### src/rtl/vga_pixel_out_pkg.sv
// Purpose: shared VGA timing constants and types for the tile generator and pixel output stage.
// Latency: n/a (definitions only).
// Backpressure: n/a; the whole pipeline is free-running from the timing counters.
// Ports: none.
package vga_pixel_out_pkg;

  // Horizontal timing in 50 MHz clocks (two clocks per 25 MHz pixel).
  localparam logic [10:0] HTOTAL      = 11'd1600;
  localparam logic [10:0] HSYNC_CLKS  = 11'd192;
  localparam logic [10:0] HVIS_START  = 11'd224;
  localparam logic [10:0] HVIS_CLKS   = 11'd1280;

  // Vertical timing in lines.
  localparam logic [10:0] VTOTAL      = 11'd521;
  localparam logic [10:0] VSYNC_LINES = 11'd2;
  localparam logic [10:0] VVIS_START  = 11'd12;
  localparam logic [10:0] VVIS_LINES  = 11'd480;

  localparam int PIX_BITS  = 3;
  localparam int WORD_PIX  = 16;
  localparam int WORD_BITS = PIX_BITS * WORD_PIX;

  // Index 0 is the MSB; pixel 0 of a word sits in bits [0:2].
  typedef logic [0:10]          hcnt_t;
  typedef logic [0:9]           vcnt_t;
  typedef logic [0:WORD_BITS-1] word_t;
  typedef logic [0:PIX_BITS-1]  pix_t;

  // Half-open window test [start, start+len), all in 11-bit unsigned.
  function automatic logic in_window(input logic [10:0] val,
                                     input logic [10:0] start,
                                     input logic [10:0] len);
    return (val >= start) && (val < start + len);
  endfunction

endpackage

### src/rtl/vga_pixel_out_if.sv
// Purpose: bundle of timing/pixel inputs and VGA pin outputs of the pixel output stage.
// Latency: n/a (wires only).
// Backpressure: none; master drives counters and pixel words every clock.
// Ports: hcnt, vcnt, pixels (master -> slave); vga_red/green/blue, vga_hsync, vga_vsync, frame_tick (slave -> master).
interface vga_pixel_out_if
  import vga_pixel_out_pkg::*;
();
  hcnt_t hcnt;
  vcnt_t vcnt;
  word_t pixels;
  logic  vga_red;
  logic  vga_green;
  logic  vga_blue;
  logic  vga_hsync;
  logic  vga_vsync;
  logic  frame_tick;

  modport master (
    output hcnt, vcnt, pixels,
    input  vga_red, vga_green, vga_blue, vga_hsync, vga_vsync, frame_tick
  );

  modport slave (
    input  hcnt, vcnt, pixels,
    output vga_red, vga_green, vga_blue, vga_hsync, vga_vsync, frame_tick
  );
endinterface

### src/rtl/vga_pixel_out_shift16x3.sv
// Purpose: 48-bit load/shift register presenting one 3-bit pixel, each pixel held for two clocks.
// Latency: loaded word appears on pix_o the clock after load_i.
// Backpressure: none; load_i always wins over the shift.
// Ports: clk_i, rst_i (async, active high), load_i, din_i[0:47], pix_o[0:2].
module vga_shift16x3
  import vga_pixel_out_pkg::*;
(
  input  logic  clk_i,
  input  logic  rst_i,
  input  logic  load_i,
  input  word_t din_i,
  output pix_t  pix_o
);

  word_t shreg_q, shreg_d;
  logic  phase_q, phase_d;

  // phase=1 marks the second clock of the current pixel, so the shift happens then.
  always_comb begin
    shreg_d = shreg_q;
    phase_d = phase_q;
    if (load_i) begin
      shreg_d = din_i;
      phase_d = 1'b1;
    end else begin
      if (phase_q) begin
        shreg_d = shreg_q << PIX_BITS;
      end
      phase_d = ~phase_q;
    end
  end

  always_ff @(posedge clk_i or posedge rst_i) begin
    if (rst_i) begin
      shreg_q <= '0;
      phase_q <= 1'b0;
    end else begin
      shreg_q <= shreg_d;
      phase_q <= phase_d;
    end
  end

  assign pix_o = shreg_q[0:PIX_BITS-1];

endmodule

### src/rtl/vga_pixel_out.sv
// Purpose: serialize 16-pixel words to VGA RGB with blanking, registered syncs and a frame tick.
// Latency: 1 clock from hcnt/vcnt/pixels to every output (RGB and syncs share one register stage).
// Backpressure: none; a word is captured only on 32-clock visible boundaries, otherwise pixels is ignored.
// Ports: clk_i, rst_i (async, active high), bus (slave modport of vga_pixel_out_if).
module vga_pixel_out
  import vga_pixel_out_pkg::*;
(
  input  logic            clk_i,
  input  logic            rst_i,
  vga_pixel_out_if.slave  bus
);

  logic h_vis, v_vis, vis, load;
  pix_t shift_pix, pix_sel;

  pix_t rgb_q, rgb_d;
  logic hsync_q, hsync_d;
  logic vsync_q, vsync_d;
  logic tick_q, tick_d;

  assign h_vis = in_window(bus.hcnt, HVIS_START, HVIS_CLKS);
  assign v_vis = in_window({1'b0, bus.vcnt}, VVIS_START, VVIS_LINES);
  assign vis   = h_vis & v_vis;

  // Word boundary every 32 clocks into the visible span; the h_vis guard
  // masks the wrapped result of the subtraction left of HVIS_START.
  assign load = h_vis && (((bus.hcnt - HVIS_START) & 11'd31) == 11'd0);

  vga_shift16x3 u_shift (
    .clk_i  (clk_i),
    .rst_i  (rst_i),
    .load_i (load),
    .din_i  (bus.pixels),
    .pix_o  (shift_pix)
  );

  // On the load clock the register still holds the old word, so bypass it.
  assign pix_sel = load ? bus.pixels[0:PIX_BITS-1] : shift_pix;

  always_comb begin
    rgb_d   = vis ? pix_sel : '0;
    hsync_d = !(bus.hcnt < HSYNC_CLKS);
    vsync_d = !({1'b0, bus.vcnt} < VSYNC_LINES);
    tick_d  = (bus.hcnt == HVIS_START) &&
              ({1'b0, bus.vcnt} == VVIS_START + VVIS_LINES);
  end

  always_ff @(posedge clk_i or posedge rst_i) begin
    if (rst_i) begin
      rgb_q   <= '0;
      hsync_q <= 1'b1;
      vsync_q <= 1'b1;
      tick_q  <= 1'b0;
    end else begin
      rgb_q   <= rgb_d;
      hsync_q <= hsync_d;
      vsync_q <= vsync_d;
      tick_q  <= tick_d;
    end
  end

  assign bus.vga_red    = rgb_q[0];
  assign bus.vga_green  = rgb_q[1];
  assign bus.vga_blue   = rgb_q[2];
  assign bus.vga_hsync  = hsync_q;
  assign bus.vga_vsync  = vsync_q;
  assign bus.frame_tick = tick_q;

endmodule
### src/flat_wrapper.sv
// flat-port wrapper written by rule: the top's interface ports become plain ports
module vga_pixel_out_flat import vga_pixel_out_pkg::*;
  (clk_i, rst_i, bus_hcnt, bus_vcnt, bus_pixels, bus_vga_red, bus_vga_green, bus_vga_blue, bus_vga_hsync, bus_vga_vsync, bus_frame_tick);
  vga_pixel_out_if bus_i ();
  input  logic clk_i;
  input  logic rst_i;
  input wire logic [$bits(bus_i.hcnt)-1:0] bus_hcnt;
  input wire logic [$bits(bus_i.vcnt)-1:0] bus_vcnt;
  input wire logic [$bits(bus_i.pixels)-1:0] bus_pixels;
  output wire logic [$bits(bus_i.vga_red)-1:0] bus_vga_red;
  output wire logic [$bits(bus_i.vga_green)-1:0] bus_vga_green;
  output wire logic [$bits(bus_i.vga_blue)-1:0] bus_vga_blue;
  output wire logic [$bits(bus_i.vga_hsync)-1:0] bus_vga_hsync;
  output wire logic [$bits(bus_i.vga_vsync)-1:0] bus_vga_vsync;
  output wire logic [$bits(bus_i.frame_tick)-1:0] bus_frame_tick;
  assign bus_i.hcnt = bus_hcnt;
  assign bus_i.vcnt = bus_vcnt;
  assign bus_i.pixels = bus_pixels;
  assign bus_vga_red = bus_i.vga_red;
  assign bus_vga_green = bus_i.vga_green;
  assign bus_vga_blue = bus_i.vga_blue;
  assign bus_vga_hsync = bus_i.vga_hsync;
  assign bus_vga_vsync = bus_i.vga_vsync;
  assign bus_frame_tick = bus_i.frame_tick;
  vga_pixel_out u_core (.clk_i(clk_i), .rst_i(rst_i), .bus(bus_i));
endmodule
### config.mk
export PLATFORM = sky130hd
export DESIGN_NAME = vga_pixel_out_flat
export DESIGN_NICKNAME = d
export VERILOG_FILES = /design/src/rtl/vga_pixel_out_pkg.sv /design/src/rtl/vga_pixel_out_if.sv /design/src/rtl/vga_pixel_out_shift16x3.sv /design/src/rtl/vga_pixel_out.sv /design/src/flat_wrapper.sv
export SDC_FILE = /design/constraint.sdc
export NUM_CORES = 1
export LEC_CHECK = 0
export CAP_MARGIN = 5
export CORE_MARGIN = 1
export CORE_UTILIZATION = 48
export CTS_CLUSTER_SIZE = 16
export DETAILED_ROUTE_END_ITERATION = 10
export PLACE_DENSITY = 0.77
export SETUP_SLACK_MARGIN = 0.15
export SYNTH_ARGS = -nofsm -noshare
export SYNTH_HDL_FRONTEND = slang
export SYNTH_SLANG_ARGS = --single-unit
### constraint.sdc
create_clock -name clk_i -period 2.17 [get_ports clk_i]
set_input_delay 0.3255 -clock clk_i [delete_from_list [all_inputs] [get_ports clk_i]]
set_output_delay 0.3255 -clock clk_i [all_outputs]
set_load 0.02 [all_outputs]
# Word level (Yosys, flattened, before mapping)
# Cells that the tools add are included.
[classes]
n_addsub = 1
magnitude_cmp = 6
n_eq_ne = 2
muxes = 5
bitwise_logic = 2
reduce_logical = 8
[op_table]
columns = ["cell", "count"]
rows = [
  ["48-bit 2-to-1 mux", 2],
  ["11-bit by 8-bit == test with 1-bit output (second input constant)", 1],
  ["11-bit by 8-bit >= comparator with 1-bit output (second input constant)", 1],
  ["11-bit logical NOT", 1],
  ["11-bit < comparator (second input constant)", 1],
  ["11-bit by 8-bit < comparator with 1-bit output (second input constant)", 1],
  ["10-bit by 9-bit == test with 1-bit output (second input constant)", 1],
  ["10-bit by 4-bit >= comparator with 1-bit output (second input constant)", 1],
  ["10-bit by 2-bit < comparator with 1-bit output (second input constant)", 1],
  ["10-bit by 9-bit < comparator with 1-bit output (second input constant)", 1],
  ["3-bit 2-to-1 mux", 2],
  ["5-bit by 1-bit subtractor with 5-bit output (second input constant)", 1],
  ["1-bit logical AND", 4],
  ["1-bit logical NOT", 2],
  ["2-bit nonzero test", 1],
  ["1-bit AND", 1],
  ["1-bit 2-to-1 mux", 1],
  ["1-bit inverter", 1],
]
[totals]
register_bits = 55
in_bits = 71
output_inout_bits = 6
word_cells = 30

# Logic depth before layout (Yosys ltp)
[depth]
word_depth = 5
mapped_depth = 6
ltp_nobuf = 4

# Cells and area by module
# A second synthesis with hierarchy kept.
[unflattened]
cells_unflattened = 251
area_unflattened_um2 = 2632.5
[modules_own_cells]
columns = ["mod", "n_inst", "cells_each", "area_per_inst_um2", "seq_area_each_um2"]
rows = [
  ["vga_shift16x3", 1, 214, 2278.4, 1226.2],
  ["vga_pixel_out", 1, 37, 354.1, 152.6],
]

# Worst setup path before layout
# OpenSTA, ideal clock, no wires.
[synth_timing]
path_type = "input port to flip-flop"
from = "input bus_hcnt[0]"
to = "register u_core.u_shift.shreg_q[23]"
setup_ps = 125
t_arrival_ps = 1669
t_required_ps = 2045
path_slack_ps = 376
path_stages = 6
path_buffers = 2
path_cell_list = "or4_4 nor2_8 nand2_2 buf_6 buf_6 mux2_4"
[synth_via]
elab_chain_cells = 4
word_cells_on_any_way = 8
classes_between = "add/sub (1); order compare (2); mux (1); reduce/logical (4)"
[synth_rtl]
columns = ["item", "line_no", "source"]
rows = [
  ["from (decl)", "flat_wrapper.sv:7", "input wire logic [$bits(bus_i.hcnt)-1:0] bus_hcnt;"],
  ["5-bit by 1-bit subtractor with 5-bit output, or another cell as far along", "vga_pixel_out.sv:27", "assign load = h_vis && (((bus.hcnt - HVIS_START) & 11'd31) == 11'd0);"],
  ["11-bit logical NOT or 1-bit logical AND (tied branches)", "vga_pixel_out.sv:27, vga_pixel_out_pkg.sv:33", ""],
  ["1-bit logical AND (*)", "vga_pixel_out.sv:27", ""],
  ["48-bit 2-to-1 mux or 2-bit nonzero test (tied branches)", "-", ""],
  ["to (signal assigned)", "vga_pixel_out_shift16x3.sv:38", "shreg_q <= shreg_d;"],
  ["to (decl)", "vga_pixel_out_shift16x3.sv:15", "word_t shreg_q, shreg_d;"],
]
# Mark *: on every way between the ends. The rest lies on a longest branch, timed or not.
# A chain may end at the register's enable or synchronous reset.

# Worst setup path after layout
# Ends and elaborated chain as after synthesis.

==> key figures <==
Layout
  – Synthesis-to-finish area growth: 36.1%
  – Share of cells above drive strength 1: 0.423
  – ANT cells: 0
  – Finished Layout Cells: 346
  – Filler instances: ~440
  – # nets final: 344

Clock tree
  – Root Buffer Master: clkbuf_8
  – Clock sinks: 55
  – Max H-tree Level: 2
  – Worst-Skew Late Latency: 0.31 ns
  – Post-CTS Setup Inserts: 0
  – TritonCTS buffer count: 5
  – Clock transition at path regs: around 0.1 ns
  – Post-cts hold buffer count: 0
  – CTS Buffer Depth: 2
  – Post-cts gate resize count: 0
  – CTS tree: yes

Route
  – Via density: roughly 5
  – Remaining DRCs: 0
  – Final ANT Viol Nets: 0
  – DR WL/cell: around 14 um
  – DRT Pass-1 Iters: 4
  – DRT Wirelength: between 4 and 5 mm
  – Drt first-iter violations: 44
  – Via count: between 1500 and 2000

Pwr
  – Psw: roughly 0.00075 W
  – Cell internal pwr: 0.00237 W
  – Register share of total power: 0.465
  – Clk pwr share: 0.224
  – Combinational share of power: 0.310
  – VDD IR-drop max: about 0.55 mV
  – Static Leak: 1.74 nW
  – Sw frac: 0.241
  – Pwr per Cell Area: about 840 mW/mm2

Yosys
  – Warning count from the yosys run: 0
  – Post-synth net total: 263
  – Post-synthesis sequential area ratio: 0.505
  – Syn Area/Cell: 14.2 um2
  – Distinct cells, synth: 23
  – Post-synthesis register bit count: 55
  – Post-synthesis cell area: around 0.0027 mm2
  – Post-synthesis instance total: roughly 190

Timing
  – Fin crit period: around 1.8 ns
  – Fmax: 547 MHz
  – Final TNS setup: 0 ns
  – Final hold vios: 0
  – Least-Margin Pin Slew: around 0.48 ns
  – Tcrit/Tclk final: 0.842
  – Rel. slew slack: 0.680
  – Clock Skew: approximately 0.011 ns
  – Final setup viols: 0
  – RSZ-0062 raised after global routing: false
  – Slew Limit Fails: 0

Job
  – Max-cap violations: 0

Global routing
  – GRT overflow: 0
  – GRT Resource Usage Total: 0.181
  – Global-route wire length before repair: ~8.4 mm
  – Largest net degree at the start of global routing: 50
  – Initial antenna violation count: 0
  – Vias in the first global route: about 1900

Floorplan
  – Die height: 77.4 um
  – Die ar.: between 0.005 and 0.006 mm2
  – I/O Pins: 77
  – Die Span X: between 70 and 80 um
  – Initial Util: 0.496
  – Row cnt: 27
  – Core footprint: ~0.0055 mm2

Status
  – Outcome: finished clean

Placed design
  – RD Place Congestion: around 0.71
  – DP HPWL: 3.52 mm
  – Dpl cells: between 300 and 400
  – IO buf count: 76

Setup path
  – FF-to-FF path depth: 3
  – CP Data Required Time: about 2.4 ns
  – Worst EP arrival: between 2 and 2.5 ns
  – Crit-path max FO: between 40 and 50
  – Crit path kind: input port to flip-flop
  – Worst Setup Start Kind: input port
  – Setup crit end kind: flip-flop

Min path
  – Hold Crit Class: input port to asynchronous set/reset pin
## placed cells by master, fill, tap and decap left out, types with 2 or more instances in the layout
master,Yosys,final
mux2i_1,3,3
clkdlybuf4s50_1,0,76
mux2_2,84,84
nor3_1,4,4
clkbuf_8,0,6
dfrtp_1,53,52
mux2_4,9,9
nand2_1,5,5
nor2b_1,3,3
buf_4,0,7
dfstp_2,2,2
nor2_1,4,4
nand3_1,5,5
## layer usage
layer | track usage | vias up | wire length, um
met5 | 0 | - | 0
met2 | 0.323 | 46 | 2630
met4 | 0.0566 | 0 | 59
met1 | 0.215 | 849 | 2080
met3 | 0.0412 | 6 | 217
li1 | - | 855 | -
## area by class of cell
class / count / area, um2 / area share
Clock inverter: 2 / 35.0 / 0.00943
Sequential cell: 55 / 1380 / 0.371
Clock buffer: 6 / 82.6 / 0.0222
Inverter: 1 / 3.75 / 0.00101
Tap cell: 72 / 90.1 / 0.0242
Timing Repair Buffer: 84 / 833 / 0.224
Multi-Input combinational cell: 126 / 1290 / 0.347
## worst max-delay path, cell delays in order
cell and delay [ns]:
clkdlybuf4s50_1 0.40, or4_4 0.57, nor2_8 0.10, nand2_2 0.06, buf_12 0.20, mux2_4 0.32
## power by group through the flow
stage | clock (W) | sequential (W) | combinational, W
6_report | 0.000699 | 0.00145 | 0.000967
5_1_grt | 0.000756 | 0.00149 | 0.00106
4_1_cts | 0.000709 | 0.00145 | 0.000979
3_5_place_dp | 0 | 0.00147 | 0.000969
3_3_place_gp | 0 | 0.00146 | 0.000936
2_1_floorplan | 0 | 0.00143 | 0.000720
## synth_stat cells
cell / instances / area, um2
nand2_1: 5 / 18.8
or4_4: 1 / 11.3
buf_2: 4 / 20.0
nor2_8: 1 / 20.0
nand3_1: 5 / 25.0
and4_1: 1 / 8.76
a21o_1: 1 / 7.51
nor2b_1: 3 / 18.8
a41o_1: 1 / 10.0
mux2_4: 9 / 135
dfrtp_1: 53 / 1330
nand2_2: 1 / 6.26
clkbuf_1: 4 / 15.0
a21oi_1: 1 / 5.00
nor4_1: 1 / 6.26
mux2i_1: 3 / 30.0
dfstp_2: 2 / 52.6
nor3_1: 4 / 20.0
nor2_1: 4 / 15.0
inv_1: 1 / 3.75
mux2_2: 84 / 946
a22oi_1: 1 / 7.51
buf_6: 2 / 22.5
## registers in the layout, summed over array words and instances, names as in the netlist
name	flops
u_core.bus.vga_hsync	1
u_core.bus.vga_vsync	1
u_core.u_shift.shreg_q	48
u_core.u_shift.phase_q	1
u_core.rgb_q	3
u_core.bus.frame_tick	1
## stage by stage
step            util  instance area [um2]  total power (W)  hold WS, ns  worst slack (ns)
6_report       0.675                 3720          0.00311        0.341             0.343
5_1_grt        0.675                 3720          0.00330        0.401             0.320
4_1_cts        0.675                 3720          0.00314        0.369             0.350
3_5_place_dp   0.653                 3600          0.00244        0.507            0.0211
3_3_place_gp   0.653                 3600          0.00240        0.499            0.0418
2_1_floorplan      -                 2730          0.00215        0.409             0.376
## logic make-up (layout without fill, tap and decap cells)
| kind of cell | Yosys count | in the layout | synth area share |
|---|---|---|---|
| muxes | 96 | 96 | 0.407 |
| DFF | 55 | 55 | 0.505 |
| and+or+nand+nor | 26 | 26 | 0.0550 |
| buffers and inverters | 11 | 93 | 0.0224 |
| AOI/OAI and AO/OA | 4 | 4 | 0.0110 |
## worst paths after layout
| kind | endpoint | startpoint | slack, ns |
|---|---|---|---|
| worst max register to register | u_core.u_shift.shreg_q[7] | u_core.u_shift.phase_q | 0.70 |
| worst min-delay path | u_core.u_shift.shreg_q[26] | rst_i | 0.34 |
| worst min register to register | u_core.rgb_q[1] | u_core.u_shift.shreg_q[46] | 0.52 |
| min in group clk_i | u_core.rgb_q[1] | u_core.u_shift.shreg_q[46] | 0.52 |
| worst max-delay path | u_core.u_shift.shreg_q[23] | bus_hcnt[0] | 0.34 |
| max in group asynchronous | u_core.u_shift.shreg_q[0] | rst_i | 1.26 |
(Power assumes the default switching activity.)
